`src/rtl/scale_sched.sv`:
```
// Sequencer, parameter table and credit-tracked output FIFO for the requantization (scale) unit.
// Optional stall counter enabled by defining SCALE_SCHED_PERF_EN.
module scale_sched #(
  parameter int DW     = 22,
  parameter int DN     = 6,
  parameter int MULW   = 9,
  parameter int OW     = 8,
  parameter int GRPS   = 16,
  parameter int LAT    = 4,
  parameter int FDEPTH = 8,
  localparam int AW    = $clog2(GRPS)
) (
  input  logic                 clk,
  input  logic                 rst,
  input  logic                 cfg_we,
  input  logic [AW-1:0]        cfg_addr,
  input  logic [DN*MULW-1:0]   cfg_mul,
  input  logic [4:0]           cfg_n,
  input  logic [1:0]           cfg_relu,
  input  logic                 start,
  input  logic [AW:0]          num_grp,
  input  logic [15:0]          num_pix,
  output logic                 busy,
  output logic                 done,
  input  logic [DN*DW-1:0]     acc_data,
  input  logic                 acc_valid,
  output logic                 acc_ready,
  output logic [DN*DW-1:0]     sc_m_data1,
  output logic                 sc_m_valid1,
  output logic [DN*MULW-1:0]   sc_m_data2,
  output logic [4:0]           sc_n,
  output logic [1:0]           sc_relu_en,
  input  logic [DN*OW-1:0]     sc_s_data,
  input  logic                 sc_s_valid,
  output logic [DN*OW-1:0]     out_data,
  output logic                 out_valid,
  input  logic                 out_ready,
  output logic [31:0]          perf_stall
);

  localparam int PW = (FDEPTH > 1) ? $clog2(FDEPTH) : 1;
  localparam int CW = $clog2(FDEPTH + LAT + 1);

  typedef enum logic [1:0] {S_IDLE, S_RUN, S_DRAIN} state_t;

  state_t state, state_nxt;

  logic [DN*MULW-1:0] mul_tab  [GRPS];
  logic [4:0]         n_tab    [GRPS];
  logic [1:0]         relu_tab [GRPS];

  logic [AW:0]        num_grp_q;
  logic [15:0]        num_pix_q;
  logic [AW-1:0]      grp;
  logic [15:0]        pix;
  logic               done_q;

  logic [LAT-1:0]     trk_p;
  logic [CW-1:0]      inflight_cnt;

  logic [DN*OW-1:0]   fifo_mem [FDEPTH];
  logic [PW-1:0]      wr_ptr, rd_ptr;
  logic [CW-1:0]      fifo_cnt;
  logic               fifo_empty, fifo_full, fifo_push, fifo_pop;

  logic               accept, credit_ok, last_grp, last_pix, drained;

  function automatic logic [CW-1:0] popcnt(input logic [LAT-1:0] v);
    logic [CW-1:0] c;
    c = '0;
    for (int i = 0; i < LAT; i++) c = c + CW'(v[i]);
    return c;
  endfunction

  function automatic logic [PW-1:0] ptr_inc(input logic [PW-1:0] p);
    return (p == PW'(FDEPTH - 1)) ? '0 : p + 1'b1;
  endfunction

  assign inflight_cnt = popcnt(trk_p);
  assign fifo_empty   = (fifo_cnt == '0);
  assign fifo_full    = (fifo_cnt == CW'(FDEPTH));
  assign fifo_push    = sc_s_valid;
  assign fifo_pop     = out_valid && out_ready;

  // Credit covers beats already in the scale pipeline plus those parked in the FIFO.
  assign credit_ok = (inflight_cnt + fifo_cnt) < CW'(FDEPTH);
  assign acc_ready = (state == S_RUN) && credit_ok;
  assign accept    = acc_valid && acc_ready;

  assign last_grp = ({1'b0, grp} == num_grp_q - 1'b1);
  assign last_pix = (pix == num_pix_q - 16'd1);
  assign drained  = (inflight_cnt == '0) && fifo_empty;

  assign sc_m_valid1 = accept;
  assign sc_m_data1  = acc_data;
  assign sc_m_data2  = mul_tab[grp];
  assign sc_n        = n_tab[grp];
  assign sc_relu_en  = relu_tab[grp];

  assign out_valid = !fifo_empty;
  assign out_data  = fifo_empty ? '0 : fifo_mem[rd_ptr];

  always_comb begin
    state_nxt = state;
    busy      = 1'b0;
    done      = done_q;
    case (state)
      S_IDLE: begin
        if (start && (num_grp != '0) && (num_pix != '0)) state_nxt = S_RUN;
      end
      S_RUN: begin
        busy = 1'b1;
        if (accept && last_grp && last_pix) state_nxt = S_DRAIN;
      end
      S_DRAIN: begin
        if (drained) begin
          done      = 1'b1;
          state_nxt = S_IDLE;
        end else begin
          busy = 1'b1;
        end
      end
      default: state_nxt = S_IDLE;
    endcase
  end

  always_ff @(posedge clk) begin
    if (rst) begin
      state     <= S_IDLE;
      done_q    <= 1'b0;
      num_grp_q <= '0;
      num_pix_q <= '0;
      grp       <= '0;
      pix       <= '0;
    end else begin
      state  <= state_nxt;
      done_q <= (state == S_IDLE) && start && ((num_grp == '0) || (num_pix == '0));
      if ((state == S_IDLE) && start) begin
        num_grp_q <= num_grp;
        num_pix_q <= num_pix;
        grp       <= '0;
        pix       <= '0;
      end else if (accept) begin
        if (last_grp) begin
          grp <= '0;
          pix <= pix + 16'd1;
        end else begin
          grp <= grp + 1'b1;
        end
      end
    end
  end

  always_ff @(posedge clk) begin
    if (rst) begin
      for (int i = 0; i < GRPS; i++) begin
        mul_tab[i]  <= '0;
        n_tab[i]    <= '0;
        relu_tab[i] <= '0;
      end
    end else if (cfg_we && (state == S_IDLE)) begin
      mul_tab[cfg_addr]  <= cfg_mul;
      n_tab[cfg_addr]    <= cfg_n;
      relu_tab[cfg_addr] <= cfg_relu;
    end
  end

  // Issue flags shadow the scale pipeline; the top bit lines up with sc_s_valid.
  always_ff @(posedge clk) begin
    if (rst) begin
      trk_p    <= '0;
      wr_ptr   <= '0;
      rd_ptr   <= '0;
      fifo_cnt <= '0;
    end else begin
      trk_p <= (trk_p << 1) | LAT'(sc_m_valid1);
      if (fifo_push) wr_ptr <= ptr_inc(wr_ptr);
      if (fifo_pop)  rd_ptr <= ptr_inc(rd_ptr);
      fifo_cnt <= fifo_cnt + CW'(fifo_push) - CW'(fifo_pop);
    end
  end

  always_ff @(posedge clk) begin
    if (fifo_push) fifo_mem[wr_ptr] <= sc_s_data;
  end

  always_ff @(posedge clk) begin
    if (!rst) assert (!(fifo_push && fifo_full && !fifo_pop));
  end

`ifdef SCALE_SCHED_PERF_EN
  function automatic logic [31:0] sat_inc(input logic [31:0] v);
    return (v == '1) ? v : v + 32'd1;
  endfunction

  logic [31:0] perf_q;

  always_ff @(posedge clk) begin
    if (rst || ((state == S_IDLE) && start)) begin
      perf_q <= '0;
    end else if ((state == S_RUN) && acc_valid && !acc_ready) begin
      perf_q <= sat_inc(perf_q);
    end
  end

  assign perf_stall = perf_q;
`else
  assign perf_stall = '0;
`endif

endmodule

```
`config.mk`:
```
export PLATFORM = sky130hd
export DESIGN_NAME = scale_sched
export DESIGN_NICKNAME = d
export VERILOG_FILES = /design/src/rtl/scale_sched.sv
export SDC_FILE = /design/constraint.sdc
export NUM_CORES = 2
export LEC_CHECK = 0
export ABC_AREA = 1
export ABC_CLOCK_PERIOD_IN_PS = 10650
export CAP_MARGIN = 15
export CORE_UTILIZATION = 60
export CTS_CLUSTER_SIZE = 28
export DETAILED_ROUTE_END_ITERATION = 16
export PLACE_DENSITY = 0.82
export SLEW_MARGIN = 20
export SYNTH_ARGS = -nofsm -noshare
export SYNTH_HDL_FRONTEND = slang
export SYNTH_SLANG_ARGS = --single-unit
```
`constraint.sdc`:
```
create_clock -name clk -period 10.65 [get_ports clk]
set_clock_uncertainty 0.1 [all_clocks]
set_input_delay 2.6625 -clock clk [delete_from_list [all_inputs] [get_ports clk]]
set_output_delay 2.6625 -clock clk [all_outputs]
set_load 0.01 [all_outputs]
```
==> results.sh <==
export IMPL_worstMarginPinSlew_ns=1.162
export IMPL_cp_cell_sequence="inv_4, buf_4, buf_4, o21ai_0, o22ai_1, o21ai_0, a31oi_1, clkdlybuf4s50_1"
export IMPL_wl_per_cell_um=22.79
export IMPL_pin_count=551
export IMPL_clk_latency_ns=0.75
export IMPL_core_area_um2=103600
export IMPL_relSlewSlack_pct=21.95
export IMPL_final_common_cell="edfxtp_1"
export IMPL_num_rows=118
export IMPL_setup_tns_ns=0
export IMPL_worstPathArrival_ns=4.45
export IMPL_die_h_um=325.4
export IMPL_worstPathRequired_ns=7.89
export IMPL_vias=42370
export IMPL_p_leak_nw=25.05
export IMPL_hold_violations=0
export IMPL_start_kind="flip-flop"
export IMPL_dp_hpwl_um=86240
export IMPL_layout_drive_gt1_share_pct=5.282
export IMPL_die_area_um2=105900
export IMPL_synth_seq_area_share_pct=67.17
export IMPL_place_congestion=0.8295
export IMPL_dieWidth_um=325.4
export IMPL_synth_ff_type="edfxtp_1"
export IMPL_setup_viol_count_final=0
export IMPL_drt_iter0_markers=5468
export IMPL_synth_edf_count=1360
export IMPL_cp_max_fo=67
export IMPL_postCtsSetupBuffers=0
export IMPL_grt_pass1_vias=42010
export IMPL_avgViaCountPerCell=6.097
export IMPL_grt_pass1_wl_um=240600
export IMPL_initial_utilization_pct=60.53
export IMPL_grt_max_degree=207
export IMPL_syn_area_um2=62740
export IMPL_cts_resized_gates=0
export IMPL_criticalPathCategory="reg -> out"
export IMPL_synth_cell_type_count=40
export IMPL_period_share_pct=67.71
export IMPL_syn2layout_area_growth_pct=10.81
export IMPL_antenna_found_initial=13
export IMPL_first_pass_iters=6
export IMPL_port_buffers=254
export IMPL_ir_drop_uv=168.5
export IMPL_maxSlewViolCount=0
export IMPL_drc_errors=0
export IMPL_netlist_instances=5568
export IMPL_slowest_delay_ns=0.66
export IMPL_hold_ws_ns=0.3432
export IMPL_hold_buffers=0
export IMPL_postRouteAntennaNets=0
export IMPL_pwr_density_cell_nw_per_um2=203.0
export IMPL_clkTransAtPathRegs_ns=0.06
export IMPL_fmax_mhz=138.7
export IMPL_period_needed_ns=7.211
export IMPL_postSynth_asyncResetShare_pct=0
export IMPL_yosysWarnings=0
export IMPL_final_nets=5747
export IMPL_layout_common_cells="edfxtp_1 (1360), nor2_1 (1323), o21ai_0 (549), inv_1 (383), a21oi_1 (270)"
export IMPL_outcome="completed"
export IMPL_rsz0062_at_grt="no"
export IMPL_synth_avg_cell_area_um2=11.27
export IMPL_root_buffer="clkbuf_16"
export IMPL_grt_usage_pct=29.58
export IMPL_drt_total_wl_um=158400
export IMPL_cts_tree="done"
export IMPL_htreeDepth=4
export IMPL_hold_class="reg -> reg"
export IMPL_clk_path_buf_depth=3
export IMPL_ys_ff_latch=1425
export IMPL_cap_viol_max_count=0
export IMPL_endpoint_kind="output pin"
export IMPL_critPathSlowestCell="clkdlybuf4s50_1"
export IMPL_numCtsBuffers=143
export IMPL_grt_overflow_total=0
export IMPL_cts_sinks=1425
## worst max-delay path, delay by kind of cell, from the launching register on
family	cells	cell delay [ns]
AOI/OAI and AO/OA	4	0.67
buffers and inverters	4	2.43
DFF	1	0.50
## final timing paths
path	slack [ns]	from	endpoint	cells past startpoint
max	3.44	flip-flop	out_data[46]	8
min reg2reg	0.34	trk_p[2]	trk_p[3]	2
min	0.34	trk_p[2]	trk_p[3]	2
max reg2reg	6.17	state[0]	mul_tab[12][10]	6
## Yosys cell counts, drive strengths merged (21+ instances only)
master | number | area share, %
edfxtp | 1360 | 65
nor2 | 1335 | 8.0
o21ai | 552 | 4.4
inv | 389 | 2.3
clkbuf | 339 | 2.0
a21oi | 271 | 2.2
mux2i | 244 | 3.9
o211ai | 244 | 2.9
buf | 243 | 2.5
nand2 | 199 | 1.2
nand3 | 129 | 1.0
dfxtp | 65 | 2.1
o22ai | 52 | 0.52
a31oi | 48 | 0.48
ha | 21 | 0.42
## kinds of logic after synthesis
kind of cell             after synthesis  synth area share, %
multiplexers                         244                3.893
other                                  1             0.005978
AO/OA/AOI/OAI                       1175                10.59
adder cells (fa/ha/maj)               23               0.4826
XOR/XNOR                              21               0.2932
buffers and inverters                974                6.921
AND/OR/NAND/NOR                     1705                10.64
flip-flops                          1425                67.17
## sequential cells by signal, summed over array words and instances (netlist names), named ones only
| signal | count |
|---|---|
| n_tab | 80 |
| rd_ptr | 3 |
| num_pix_q | 16 |
| fifo_mem | 384 |
| fifo_cnt | 4 |
| relu_tab | 32 |
| mul_tab | 864 |
| num_grp_q | 5 |
| pix | 16 |
| grp | 4 |
| state | 2 |
| done_q | 1 |
| trk_p | 4 |
| wr_ptr | 3 |
## routing by layer
| metal | track usage (%) | share of wire, % | vias to the layer above |
|---|---|---|---|
| li1 | - | - | 19010 |
| met1 | 37.08 | 36 | 20490 |
| met2 | 48.58 | 49 | 2460 |
| met3 | 8.598 | 12 | 383 |
| met4 | 11.18 | 2.9 | 26 |
| met5 | 1.178 | 0.17 | - |
## cell type report
type                       instances  area, um^2
antenna                            3       7.507
clock buffer                     181        3785
clock inverter                    79       783.3
fill                            7153       34130
inverter                         392        1485
multi-input combinational       3200       16690
sequential                      1425       42160
tap                             1380        1727
timing repair buffer             289        2880
## power breakdown
part / switching, W / total [W] / internal, W / leakage (nW)
sequential: 0.000117 / 0.00650 / 0.00639 / 14.1
clock: 0.00212 / 0.00496 / 0.00284 / 2.22
combinational: 0.00168 / 0.00265 / 0.000967 / 8.72
## through the flow
step,utilization [%],cell area [um^2],power (W),instances,setup WS (ns)
2_1_floorplan,-,62850,0.008202,5599,4.974
3_3_place_gp,62.65,64930,0.009138,6686,3.629
3_5_place_dp,62.65,64930,0.009224,6686,3.520
4_1_cts,67.05,69500,0.01411,6946,3.456
5_1_grt,67.07,69520,0.01461,6948,3.155
6_report,67.07,69520,0.01411,6949,3.439
Note: power is estimated with default switching activity, not from simulation.
